==> src/rtl/tape_player_if.sv <==
// SDRAM byte read port between the tape player (master) and the memory controller (slave).
// One request at a time: rd is held until a single-cycle valid returns the byte.
interface tape_player_if #(
  parameter int ADDR_W = 25
) ();
  logic [ADDR_W-1:0] sdram_addr;
  logic              sdram_rd;
  logic              sdram_valid;
  logic [7:0]        sdram_data;

  modport master (
    output sdram_addr,
    output sdram_rd,
    input  sdram_valid,
    input  sdram_data
  );

  modport slave (
    input  sdram_addr,
    input  sdram_rd,
    output sdram_valid,
    output sdram_data
  );
endinterface

==> src/rtl/tape_player.sv <==
// Cassette tape streamer: prefetches a tape image from SDRAM into a small FIFO and
// shifts it out MSB-first with a programmable bit period, end-of-tape and underrun tracking.
module tape_player #(
  parameter int ADDR_W     = 25,
  parameter int FIFO_DEPTH = 8,
  parameter int BIT_TICKS  = 4,
  parameter int UNDER_W    = 8
) (
  input  logic               clk_sys,
  input  logic               reset_n,
  input  logic               ce,
  input  logic               play_tgl,
  input  logic               rewind,
  input  logic [ADDR_W-1:0]  tape_len,
  tape_player_if.master      sdram,
  output logic               data,
  output logic [2:0]         status,
  output logic [ADDR_W-1:0]  byte_pos,
  output logic [UNDER_W-1:0] underruns
);

  localparam int PTR_W  = $clog2(FIFO_DEPTH);
  localparam int TICK_W = (BIT_TICKS > 1) ? $clog2(BIT_TICKS) : 1;

  localparam logic [TICK_W-1:0] TICK_MAX = TICK_W'(BIT_TICKS - 1);
  localparam logic [PTR_W:0]    DEPTH_C  = (PTR_W + 1)'(FIFO_DEPTH);

  localparam logic [1:0] ST_STOP  = 2'd0;
  localparam logic [1:0] ST_PLAY  = 2'd1;
  localparam logic [1:0] ST_PAUSE = 2'd2;
  localparam logic [1:0] ST_EOT   = 2'd3;

  logic [1:0]         state_q, state_d;
  logic               init_q, init_d;
  logic [ADDR_W-1:0]  len_q, len_d;
  logic [ADDR_W-1:0]  fetch_addr_q, fetch_addr_d;
  logic [ADDR_W-1:0]  addr_q, addr_d;
  logic               rd_q, rd_d;
  logic               abort_q, abort_d;
  logic [PTR_W:0]     wr_ptr_q, wr_ptr_d;
  logic [PTR_W:0]     rd_ptr_q, rd_ptr_d;
  logic [TICK_W-1:0]  tick_q, tick_d;
  logic [2:0]         bit_q, bit_d;
  logic [7:0]         shift_q, shift_d;
  logic               data_q, data_d;
  logic [ADDR_W-1:0]  byte_pos_q, byte_pos_d;
  logic               started_q, started_d;
  logic [UNDER_W-1:0] under_q, under_d;

  logic [7:0] fifo_mem [FIFO_DEPTH];

  logic [ADDR_W-1:0] len_eff;
  logic [ADDR_W-1:0] next_idx;
  logic [PTR_W:0]    fifo_cnt;
  logic              fifo_empty;
  logic              fifo_full;
  logic [7:0]        fifo_head;
  logic              slot;
  logic              need_byte;
  logic              last_done;
  logic              pop_en;
  logic              push_en;
  logic              underrun_ev;
  logic              bit_adv;
  logic              req_ok;

  // The length register only loads on the first edge after reset, so the live input
  // stands in for it until then.
  assign len_eff    = init_q ? tape_len : len_q;
  assign fifo_cnt   = wr_ptr_q - rd_ptr_q;
  assign fifo_empty = (fifo_cnt == '0);
  assign fifo_full  = (fifo_cnt == DEPTH_C);
  assign fifo_head  = fifo_mem[rd_ptr_q[PTR_W-1:0]];

  assign slot      = (state_q == ST_PLAY) && ce && (tick_q == '0);
  assign need_byte = (bit_q == 3'd0);
  assign last_done = need_byte && started_q && (byte_pos_q == len_eff - ADDR_W'(1));
  assign next_idx  = started_q ? byte_pos_q + ADDR_W'(1) : '0;

  assign pop_en      = slot && !rewind && need_byte && !last_done && !fifo_empty;
  assign underrun_ev = slot && !rewind && need_byte && !last_done && fifo_empty
                       && (next_idx < len_eff);
  assign bit_adv     = slot && !rewind && !need_byte;

  // A byte still in flight after a rewind is dropped rather than pushed.
  assign push_en = sdram.sdram_valid && rd_q && !abort_q && !rewind;

  // With at most one read outstanding and none pending here, one free slot is enough.
  assign req_ok = !rd_q && (state_q != ST_EOT) && !rewind
                  && (fetch_addr_q < len_eff) && !fifo_full;

  // NOTE: every signal assigned in this block gets a default first, so no latch is inferred.
  always_comb begin
    state_d      = state_q;
    init_d       = 1'b0;
    len_d        = (rewind || init_q) ? tape_len : len_q;
    fetch_addr_d = fetch_addr_q;
    addr_d       = addr_q;
    rd_d         = rd_q;
    abort_d      = abort_q;
    wr_ptr_d     = wr_ptr_q + (PTR_W + 1)'(push_en);
    rd_ptr_d     = rd_ptr_q + (PTR_W + 1)'(pop_en);
    tick_d       = tick_q;
    bit_d        = bit_q;
    shift_d      = shift_q;
    data_d       = data_q;
    byte_pos_d   = byte_pos_q;
    started_d    = started_q;
    under_d      = under_q;

    case (state_q)
      ST_STOP:  if (play_tgl) state_d = (len_eff == '0) ? ST_EOT : ST_PLAY;
      ST_PLAY:  begin
        if (slot && last_done) state_d = ST_EOT;
        else if (play_tgl)     state_d = ST_PAUSE;
      end
      ST_PAUSE: if (play_tgl) state_d = ST_PLAY;
      default:  state_d = ST_EOT;
    endcase

    if (rd_q) begin
      if (sdram.sdram_valid) begin
        rd_d    = 1'b0;
        abort_d = 1'b0;
        if (!abort_q) fetch_addr_d = fetch_addr_q + ADDR_W'(1);
      end
    end else if (req_ok) begin
      rd_d   = 1'b1;
      addr_d = fetch_addr_q;
    end

    if ((state_q == ST_PLAY) && ce) tick_d = (tick_q == TICK_MAX) ? '0 : tick_q + TICK_W'(1);

    if (pop_en) begin
      data_d    = fifo_head[7];
      shift_d   = {fifo_head[6:0], 1'b0};
      bit_d     = 3'd1;
      started_d = 1'b1;
      if (started_q) byte_pos_d = byte_pos_q + ADDR_W'(1);
    end

    if (bit_adv) begin
      data_d  = shift_q[7];
      shift_d = {shift_q[6:0], 1'b0};
      bit_d   = bit_q + 3'd1;
    end

    if (underrun_ev && (under_q != '1)) under_d = under_q + UNDER_W'(1);

    if (slot && last_done) data_d = 1'b0;

    if (rewind) begin
      state_d      = ST_STOP;
      fetch_addr_d = '0;
      wr_ptr_d     = '0;
      rd_ptr_d     = '0;
      tick_d       = '0;
      bit_d        = 3'd0;
      shift_d      = 8'h00;
      data_d       = 1'b0;
      byte_pos_d   = '0;
      started_d    = 1'b0;
      under_d      = '0;
      if (rd_q && !sdram.sdram_valid) abort_d = 1'b1;
    end
  end

  // NOTE: sequential state uses non-blocking assignments only, so every flop samples pre-edge values.
  always_ff @(posedge clk_sys or negedge reset_n) begin
    if (!reset_n) begin
      state_q      <= ST_STOP;
      init_q       <= 1'b1;
      len_q        <= '0;
      fetch_addr_q <= '0;
      addr_q       <= '0;
      rd_q         <= 1'b0;
      abort_q      <= 1'b0;
      wr_ptr_q     <= '0;
      rd_ptr_q     <= '0;
      tick_q       <= '0;
      bit_q        <= 3'd0;
      shift_q      <= 8'h00;
      data_q       <= 1'b0;
      byte_pos_q   <= '0;
      started_q    <= 1'b0;
      under_q      <= '0;
    end else begin
      state_q      <= state_d;
      init_q       <= init_d;
      len_q        <= len_d;
      fetch_addr_q <= fetch_addr_d;
      addr_q       <= addr_d;
      rd_q         <= rd_d;
      abort_q      <= abort_d;
      wr_ptr_q     <= wr_ptr_d;
      rd_ptr_q     <= rd_ptr_d;
      tick_q       <= tick_d;
      bit_q        <= bit_d;
      shift_q      <= shift_d;
      data_q       <= data_d;
      byte_pos_q   <= byte_pos_d;
      started_q    <= started_d;
      under_q      <= under_d;
    end
  end

  // NOTE: the FIFO storage has no reset; the pointers alone decide what is valid.
  always_ff @(posedge clk_sys) begin
    if (push_en) fifo_mem[wr_ptr_q[PTR_W-1:0]] <= sdram.sdram_data;
  end

  assign sdram.sdram_addr = addr_q;
  assign sdram.sdram_rd   = rd_q;
  assign data             = data_q;
  assign status           = {state_q == ST_PLAY, state_q == ST_EOT, fifo_empty};
  assign byte_pos         = byte_pos_q;
  assign underruns        = under_q;

endmodule

==> src/flat_wrapper.sv <==
// flat-port wrapper written by rule: the top's interface ports become plain ports
module tape_player_flat 
#(
  parameter int ADDR_W     = 25,
  parameter int FIFO_DEPTH = 8,
  parameter int BIT_TICKS  = 4,
  parameter int UNDER_W    = 8
)
  (clk_sys, reset_n, ce, play_tgl, rewind, tape_len, data, status, byte_pos, underruns, sdram_sdram_addr, sdram_sdram_rd, sdram_sdram_valid, sdram_sdram_data);
  tape_player_if #(.ADDR_W(ADDR_W)) sdram_i ();
  input  logic clk_sys;
  input  logic reset_n;
  input  logic ce;
  input  logic play_tgl;
  input  logic rewind;
  input  logic [ADDR_W-1:0] tape_len;
  output logic data;
  output logic [2:0] status;
  output logic [ADDR_W-1:0] byte_pos;
  output logic [UNDER_W-1:0] underruns;
  output wire logic [$bits(sdram_i.sdram_addr)-1:0] sdram_sdram_addr;
  output wire logic [$bits(sdram_i.sdram_rd)-1:0] sdram_sdram_rd;
  input wire logic [$bits(sdram_i.sdram_valid)-1:0] sdram_sdram_valid;
  input wire logic [$bits(sdram_i.sdram_data)-1:0] sdram_sdram_data;
  assign sdram_sdram_addr = sdram_i.sdram_addr;
  assign sdram_sdram_rd = sdram_i.sdram_rd;
  assign sdram_i.sdram_valid = sdram_sdram_valid;
  assign sdram_i.sdram_data = sdram_sdram_data;
  tape_player #(.ADDR_W(ADDR_W), .FIFO_DEPTH(FIFO_DEPTH), .BIT_TICKS(BIT_TICKS), .UNDER_W(UNDER_W)) u_core (.clk_sys(clk_sys), .reset_n(reset_n), .ce(ce), .play_tgl(play_tgl), .rewind(rewind), .tape_len(tape_len), .sdram(sdram_i), .data(data), .status(status), .byte_pos(byte_pos), .underruns(underruns));
endmodule
==> config.mk <==
export PLATFORM = sky130hd
export DESIGN_NAME = tape_player_flat
export DESIGN_NICKNAME = d
export VERILOG_FILES = /design/src/rtl/tape_player_if.sv /design/src/rtl/tape_player.sv /design/src/flat_wrapper.sv
export SDC_FILE = /design/constraint.sdc
export NUM_CORES = 1
export LEC_CHECK = 0
export ABC_AREA = 1
export BUFFER_PORTS_ARGS = -buffer_cell sky130_fd_sc_hd__buf_2
export CAP_MARGIN = 20
export CORE_MARGIN = 4
export CORE_UTILIZATION = 61
export CTS_BUF_LIST = sky130_fd_sc_hd__clkbuf_16
export DETAILED_ROUTE_END_ITERATION = 8
export GPL_ROUTABILITY_DRIVEN = 0
export PLACE_DENSITY = 0.77
export SKIP_LAST_GASP = 1
export SLEW_MARGIN = 20
export SYNTH_ARGS = -nofsm -noshare
export SYNTH_HDL_FRONTEND = slang
export SYNTH_SLANG_ARGS = --single-unit
==> constraint.sdc <==
create_clock -name clk_sys -period 4.1 [get_ports clk_sys]
set_clock_uncertainty 0.15 [all_clocks]
set_input_delay 0.41 -clock clk_sys [delete_from_list [all_inputs] [get_ports clk_sys]]
set_output_delay 0.41 -clock clk_sys [all_outputs]
set_load 0.03 [all_outputs]
==> metrics.yaml, run 1 <==
cells_and_area:
  layout-drive-gt1-share_pct: 13.5
  final_cells: 1911
  nets: 1735
  diodes: 0
  multiInputGateArea_um2: 6000
  design_area_um2: 13600
  regArea_um2: 5300
  area_growth_pct: 11.6
  fillers: 1602
place:
  dp_slack_ns: 0.0235
  dp_hpwl_mm: 24.2
  dpl_cell_area_um2: 12900
  dp_cells: 1877
  portBuffers: 101
yosys:
  asyncSetResetFlopFracSynth_pct: 67.8
  avgSynthCellArea_um2: 7.86
  yosysWarnings: 0
  syn_inst: 1546
  synth_top_area_share_pct: 27.6
  ys_seq_area_share_pct: 43.6
  syn_nets: 1648
  yosysTopAreaCell: "dfrtp_1"
  ys_ff_latch: 199
  synthTopCellsByArea: "dfrtp_1, edfxtp_1, nand2_1, ha_1, inv_1"
  post_synth_num_cell_types: 52
  synth_area_um2: 12200
  synth_edf_count: 64
  synth_ff_type: "dfrtp_1"
clocking:
  cts_max_level: 4
  clockBufferDepth: 2
  clk_latency_ns: 0.45
  cts_tree: "done"
  clkTransAtPathRegs_ns: 0.09
  cts.sinks: 199
  ctsRootBufferMaster: "clkbuf_16"
  cts_made_buffers: 17
floorplanning:
  die_width_um: 149
  io_pins: 102
  fp-row-count: 51
  coreArea_um2: 19500
  die_area_um2: 22300
  dieHeight_um: 149
  start_util_pct: 62.3
setup_path:
  reg2reg_slack_ns: 0.36
  crit_type: "reg -> reg"
  path_max_fanout: 32
  arrival_ns: 3.91
  rr_worst_depth: 22
  cp_data_required_time_ns: 4.28
  end_kind: "register"
  worst_r2r_endpoint: "u_core.rd_ptr_q[2]$_DFF_PN0_"
  start_kind: "register"
  rr_startpoint: "u_core.init_q$_DFF_PN1_"
hold_path:
  hold_class: "in -> reg"
  whs_path_depth: 2
  hp-start: "sdram_sdram_valid"
  hold_end: "u_core.sdram.sdram_rd$_DFF_PN0_"
timing:
  setup_ws_ns: 0.365
  final_hold_viol_count: 0
  slew_violations: 0
  max_freq_ghz: 0.268
  worst_pin_slew_ns: 1.02
  rsz0062_at_grt: "no"
  fin_crit_sh_pct: 91.1
  relSlewSlack_pct: 31.8
  tns_ns: 0
  setup_viol: 0
  min_period_ns: 3.74
pwr:
  max-vdd-ir-drop_v: 0.000292
  totalPowerFinal_uw: 4470
  leakagePower_uw: 0.00647
  power.density_nw_per_um2: 330
global_routing:
  grt_overflow_total: 0
  grt_max_degree: 92
  grt_antenna_before_repair: 0
  track_usage_pct: 30.5
  grt_pass1_vias: 10300
  grt_pass1_wl_mm: 53.5
drt:
  drt-initial-drc-count: 1308
  dr.pass1.iters: 6
  vias_per_cell: 5.82
  drc: 0
  wl_per_cell_um: 17.5
  wl_mm: 33.4
  antenna_left: 0
  num_vias: 11100
run_status:
  status: "complete, no violations"
flow_run:
  maxCapViolCount: 0
[Yosys cell counts, drive strengths merged, types with 13 or more instances]
| library cell | n |
|---|---|
| nand2 | 462 |
| inv | 168 |
| nor2 | 160 |
| dfrtp | 134 |
| nand3 | 107 |
| o21ai | 86 |
| a21oi | 77 |
| edfxtp | 64 |
| ha | 63 |
| xor2 | 36 |
| clkbuf | 33 |
| nor3 | 28 |
| nand4 | 22 |
| buf | 17 |
| nor4 | 14 |
| xnor2 | 13 |
[layout by cell type (no fill, tap or decap), types with 36 or more instances in the layout]
master / instances
o21ai_0: 74
ha_1: 63
xor2_1: 36
buf_2: 100
nand3_1: 104
dfrtp_1: 132
inv_1: 161
nor2_1: 138
edfxtp_1: 64
a21oi_1: 77
nand2_1: 445
[area by class of cell]
type,instances,area share (%)
multi-input combinational,1127,44.2
sequential,199,39.1
timing repair buffer,118,4.82
inverter,170,4.74
clock buffer,17,3.14
tap,265,2.44
clock inverter,15,1.57
[layer usage]
layer  routed length [um]  vias to the layer above  track usage, %
met4                  620                        0            7.78
met1                14400                     5296            43.7
met3                 2800                       56            5.99
met2                15600                      496            47.9
li1                     -                     5273               -
met5                    0                        -               0
[worst max-delay path by stage]
stage | startpoint | end | slack, ns | depth (start not counted)
after global routing | u_core.init_q$_DFF_PN1_ | u_core.byte_pos[14]$_DFFE_PN0P_ | 0.02 | 18
after detailed placement | u_core.byte_pos[0]$_DFFE_PN0P_ | u_core.underruns[5]$_DFFE_PN0P_ | 0.02 | 21
after global placement | u_core.byte_pos[0]$_DFFE_PN0P_ | u_core.underruns[5]$_DFFE_PN0P_ | 0.04 | 21
after floorplan | u_core.init_q$_DFF_PN1_ | u_core.rd_ptr_q[2]$_DFF_PN0_ | 0.57 | 25
final | u_core.init_q$_DFF_PN1_ | u_core.rd_ptr_q[2]$_DFF_PN0_ | 0.36 | 22
after CTS | u_core.byte_pos[0]$_DFFE_PN0P_ | u_core.underruns[5]$_DFFE_PN0P_ | 0.03 | 22
[cells by family after synthesis]
group                    synth area share (%)
AND/OR/NAND/NOR                          28.2
adder cells (fa/ha/maj)                  6.48
AO/OA/AOI/OAI                            9.82
flip-flops                               43.6
multiplexers                            0.834
XOR/XNOR                                 3.53
other                                  0.0308
buffers and inverters                    7.47
[registers in the layout, summed over array words and instances, names as in the netlist, 3 cells and up, named ones only]
| signal | flops |
|---|---|
| u_core.rd_ptr_q | 4 |
| u_core.bit_q | 3 |
| u_core.fetch_addr_q | 25 |
| u_core.wr_ptr_q | 4 |
| u_core.underruns | 8 |
| u_core.sdram.sdram_addr | 25 |
| u_core.shift_q | 7 |
| u_core.fifo_mem | 64 |
| u_core.byte_pos | 25 |
| u_core.len_q | 25 |
[power by group]
part | internal (uW) | leakage (uW) | total, uW | switching [uW]
sequential | 2100 | 0.00238 | 2130 | 34.3
combinational | 156 | 0.00377 | 552 | 396
clock | 860 | 0.000307 | 1790 | 930
total | 3110 | 0.00647 | 4470 | 1360
[through the flow]
step	hold WS, ns	util, %
6_report	0.0247	69.5
5_1_grt	0.0381	69.5
4_1_cts	0.0147	69.2
3_5_place_dp	0.305	65.8
3_3_place_gp	0.300	65.8
2_1_floorplan	-0.0356	-
[timing repair]
item	4_1_cts	5_1_grt
endpoints found under the hold margin	89	0
setup buffers	0	0
gates resized for setup	1	10
setup endpoints to repair	2	8
hold buffers	1	0
[critical path, cell delays in order (launching register included)]
cell     delay (ns)
dfstp_2        0.43
inv_4          0.06
buf_4          0.31
nand2_1        0.12
nand2_2        0.14
ha_1           0.21
nand3_1        0.17
nor2_1         0.22
nand2_2        0.13
nor2_4         0.20
nand2_2        0.10
nor2_2         0.11
nand2_1        0.06
nand2_1        0.10
inv_2          0.04
nor2_2         0.14
nand3_4        0.15
nand3_4        0.15
inv_4          0.04
ha_1           0.19
ha_1           0.19
o21ai_0        0.15
a21oi_1        0.06
Note: power is estimated with default switching activity, not from simulation.
==> run 2, diff against run 1 <==
Settings changed: CORE_UTILIZATION 61 to 65, HOLD_SLACK_MARGIN from default to 0.08, PLACE_DENSITY 0.77 to 0.82.
Clock period 4.1 ns to 4.6 ns, I/O delays scaled along.
==> metrics.yaml, run 2 (synthesis results as in run 1) <==
run_status:
  status: "complete, no violations"
clocking:
  clockBufferDepth: 2
  cts_setup_buffers: 0
  cts_resized: 0
  cts_made_buffers: 17
  clkTransAtPathRegs_ns: 0.08
  cts_tree: "done"
  ctsRootBufferMaster: "clkbuf_16"
  cts_max_level: 4
  cts.sinks: 199
  clk_latency_ns: 0.45
  postCtsHoldBufs: 2
cells_and_area:
  largest_register_ffs: 64
  fin_util_pct: 73.9
  area_growth_pct: 10.7
  diodes: 0
  mostFrequentLayoutCells: "nand2_1, inv_1, nor2_1"
  nets: 1734
  final_common_cell: "nand2_1"
  layout-drive-gt1-share_pct: 12.9
global_routing:
  grt_pass1_vias: 10300
  grt_pass1_wl_mm: 52.5
  grt_overflow_total: 0
  grt_antenna_before_repair: 0
  track_usage_pct: 32.0
  grt_max_degree: 103
setup_path:
  cp_data_required_time_ns: 4.79
  rr_worst_depth: 22
  arrival_ns: 4.29
  start_kind: "register"
  end_kind: "register"
  crit_type: "reg -> reg"
  path_max_fanout: 32
timing:
  rsz0062_at_grt: "no"
  tns_ns: 0
  min_period_ns: 4.10
  relSlewSlack_pct: 32.4
  worst_pin_slew_ns: 1.01
  final_hold_viol_count: 0
  fin_crit_sh_pct: 89.1
  max_freq_ghz: 0.244
  slew_violations: 0
  setup_viol: 0
drt:
  drt-initial-drc-count: 1362
  antenna_left: 0
  wl_per_cell_um: 17.7
  vias_per_cell: 5.97
  drc: 0
  wl_mm: 33.2
  dr.pass1.iters: 8
  num_vias: 11200
flow_run:
  maxCapViolCount: 0
floorplanning:
  io_pins: 102
  fp-row-count: 49
  die_area_um2: 21000
  die_width_um: 145
  start_util_pct: 66.8
  coreArea_um2: 18200
  dieHeight_um: 145
pwr:
  power_switching_uw: 1200
  swShare_pct: 30.3
  p_int_uw: 2770
  power_frac_clock_pct: 40.1
  leakagePower_uw: 0.00643
  max-vdd-ir-drop_v: 0.000263
  p_seq_share_pct: 47.7
  combPwrFrac_pct: 12.2
  power.density_nw_per_um2: 295
hold_path:
  whs_path_depth: 2
  hold_class: "in -> reg"
place:
  dp_hpwl_mm: 24.0
  portBuffers: 101
==> run 2: cell types whose count changed in the layout (fill, tap and decap cells not counted), sizes merged <==
cell         before  now
clkinv            7    6
clkinvlp          0    1
dlygate4sd3       1    2
buf             117  115
==> run 2: path summary, 6_finish.rpt <==
kind,start,slack (ns),endpoint
max,u_core.init_q$_DFF_PN1_,0.50,u_core.rd_ptr_q[2]$_DFF_PN0_
min,tape_len[15],0.11,u_core.len_q[15]$_DFFE_PN0P_
max reg2reg,u_core.init_q$_DFF_PN1_,0.50,u_core.rd_ptr_q[2]$_DFF_PN0_
min reg2reg,u_core.sdram.sdram_addr[11]$_DFFE_PN0P_,0.32,u_core.sdram.sdram_addr[11]$_DFFE_PN0P_
max in group asynchronous,reset_n,2.73,u_core.shift_q[3]$_DFFE_PN0P_
min in group asynchronous,reset_n,0.54,u_core.sdram.sdram_addr[16]$_DFFE_PN0P_
==> run 2: power by group through the flow <==
stage | Combinational (uW) | Clock (uW) | Sequential, uW
finish | 484 | 1590 | 1900
CTS | 476 | 1610 | 1900
global route | 539 | 1680 | 1900
floorplan | 307 | 0 | 1940
global placement | 459 | 0 | 1930
detailed placement | 471 | 0 | 1930
==> run 2: metal layers <==
| metal | track usage (%) | up-vias | part of all wire, % | wire (um) |
|---|---|---|---|---|
| met5 | 0 | - | 0 | 0 |
| met4 | 10.3 | 0 | 2.6 | 861 |
| met3 | 5.72 | 69 | 10 | 3310 |
| met2 | 50.1 | 606 | 46 | 15200 |
| met1 | 45.7 | 5232 | 42 | 13800 |
| li1 | - | 5275 | - | - |
==> run 2: layout make-up <==
cell class	instances	area [um2]
clock buffer	17	425
clock inverter	15	210
fill	1412	4750
inverter	170	643
multi-input combinational	1127	5950
sequential	199	5300
tap	229	287
timing repair buffer	117	637
==> run 2: metrics by stage <==
| step | hold slack, ns | cells | cell area, um2 | total power (uW) | setup WS, ns |
|---|---|---|---|---|---|
| 2_1_floorplan | 0.0144 | 1546 | 12200 | 2240 | 1.07 |
| 3_3_place_gp | 0.299 | 1840 | 12800 | 2390 | 0.689 |
| 3_5_place_dp | 0.303 | 1840 | 12800 | 2400 | 0.658 |
| 4_1_cts | 0.0996 | 1874 | 13500 | 3980 | 0.630 |
| 5_1_grt | 0.108 | 1874 | 13500 | 4120 | 0.206 |
| 6_report | 0.106 | 1874 | 13500 | 3970 | 0.501 |
==> run 2: worst max-delay path, stage by stage, from the launching register on <==
cell and delay, ns:
dfstp_2 0.42, inv_4 0.06, buf_4 0.32, nand2_1 0.11, nand2_2 0.19, ha_1 0.23
nand3_1 0.23, nor2_1 0.22, nand2_2 0.12, nor2_4 0.23, nand2_2 0.11, nor2_2 0.13
nand2_1 0.06, nand2_1 0.09, inv_2 0.04, nor2_2 0.14, nand3_4 0.14, nand3_4 0.15
inv_4 0.15, ha_1 0.24, ha_1 0.20, o21ai_0 0.19, a21oi_1 0.06
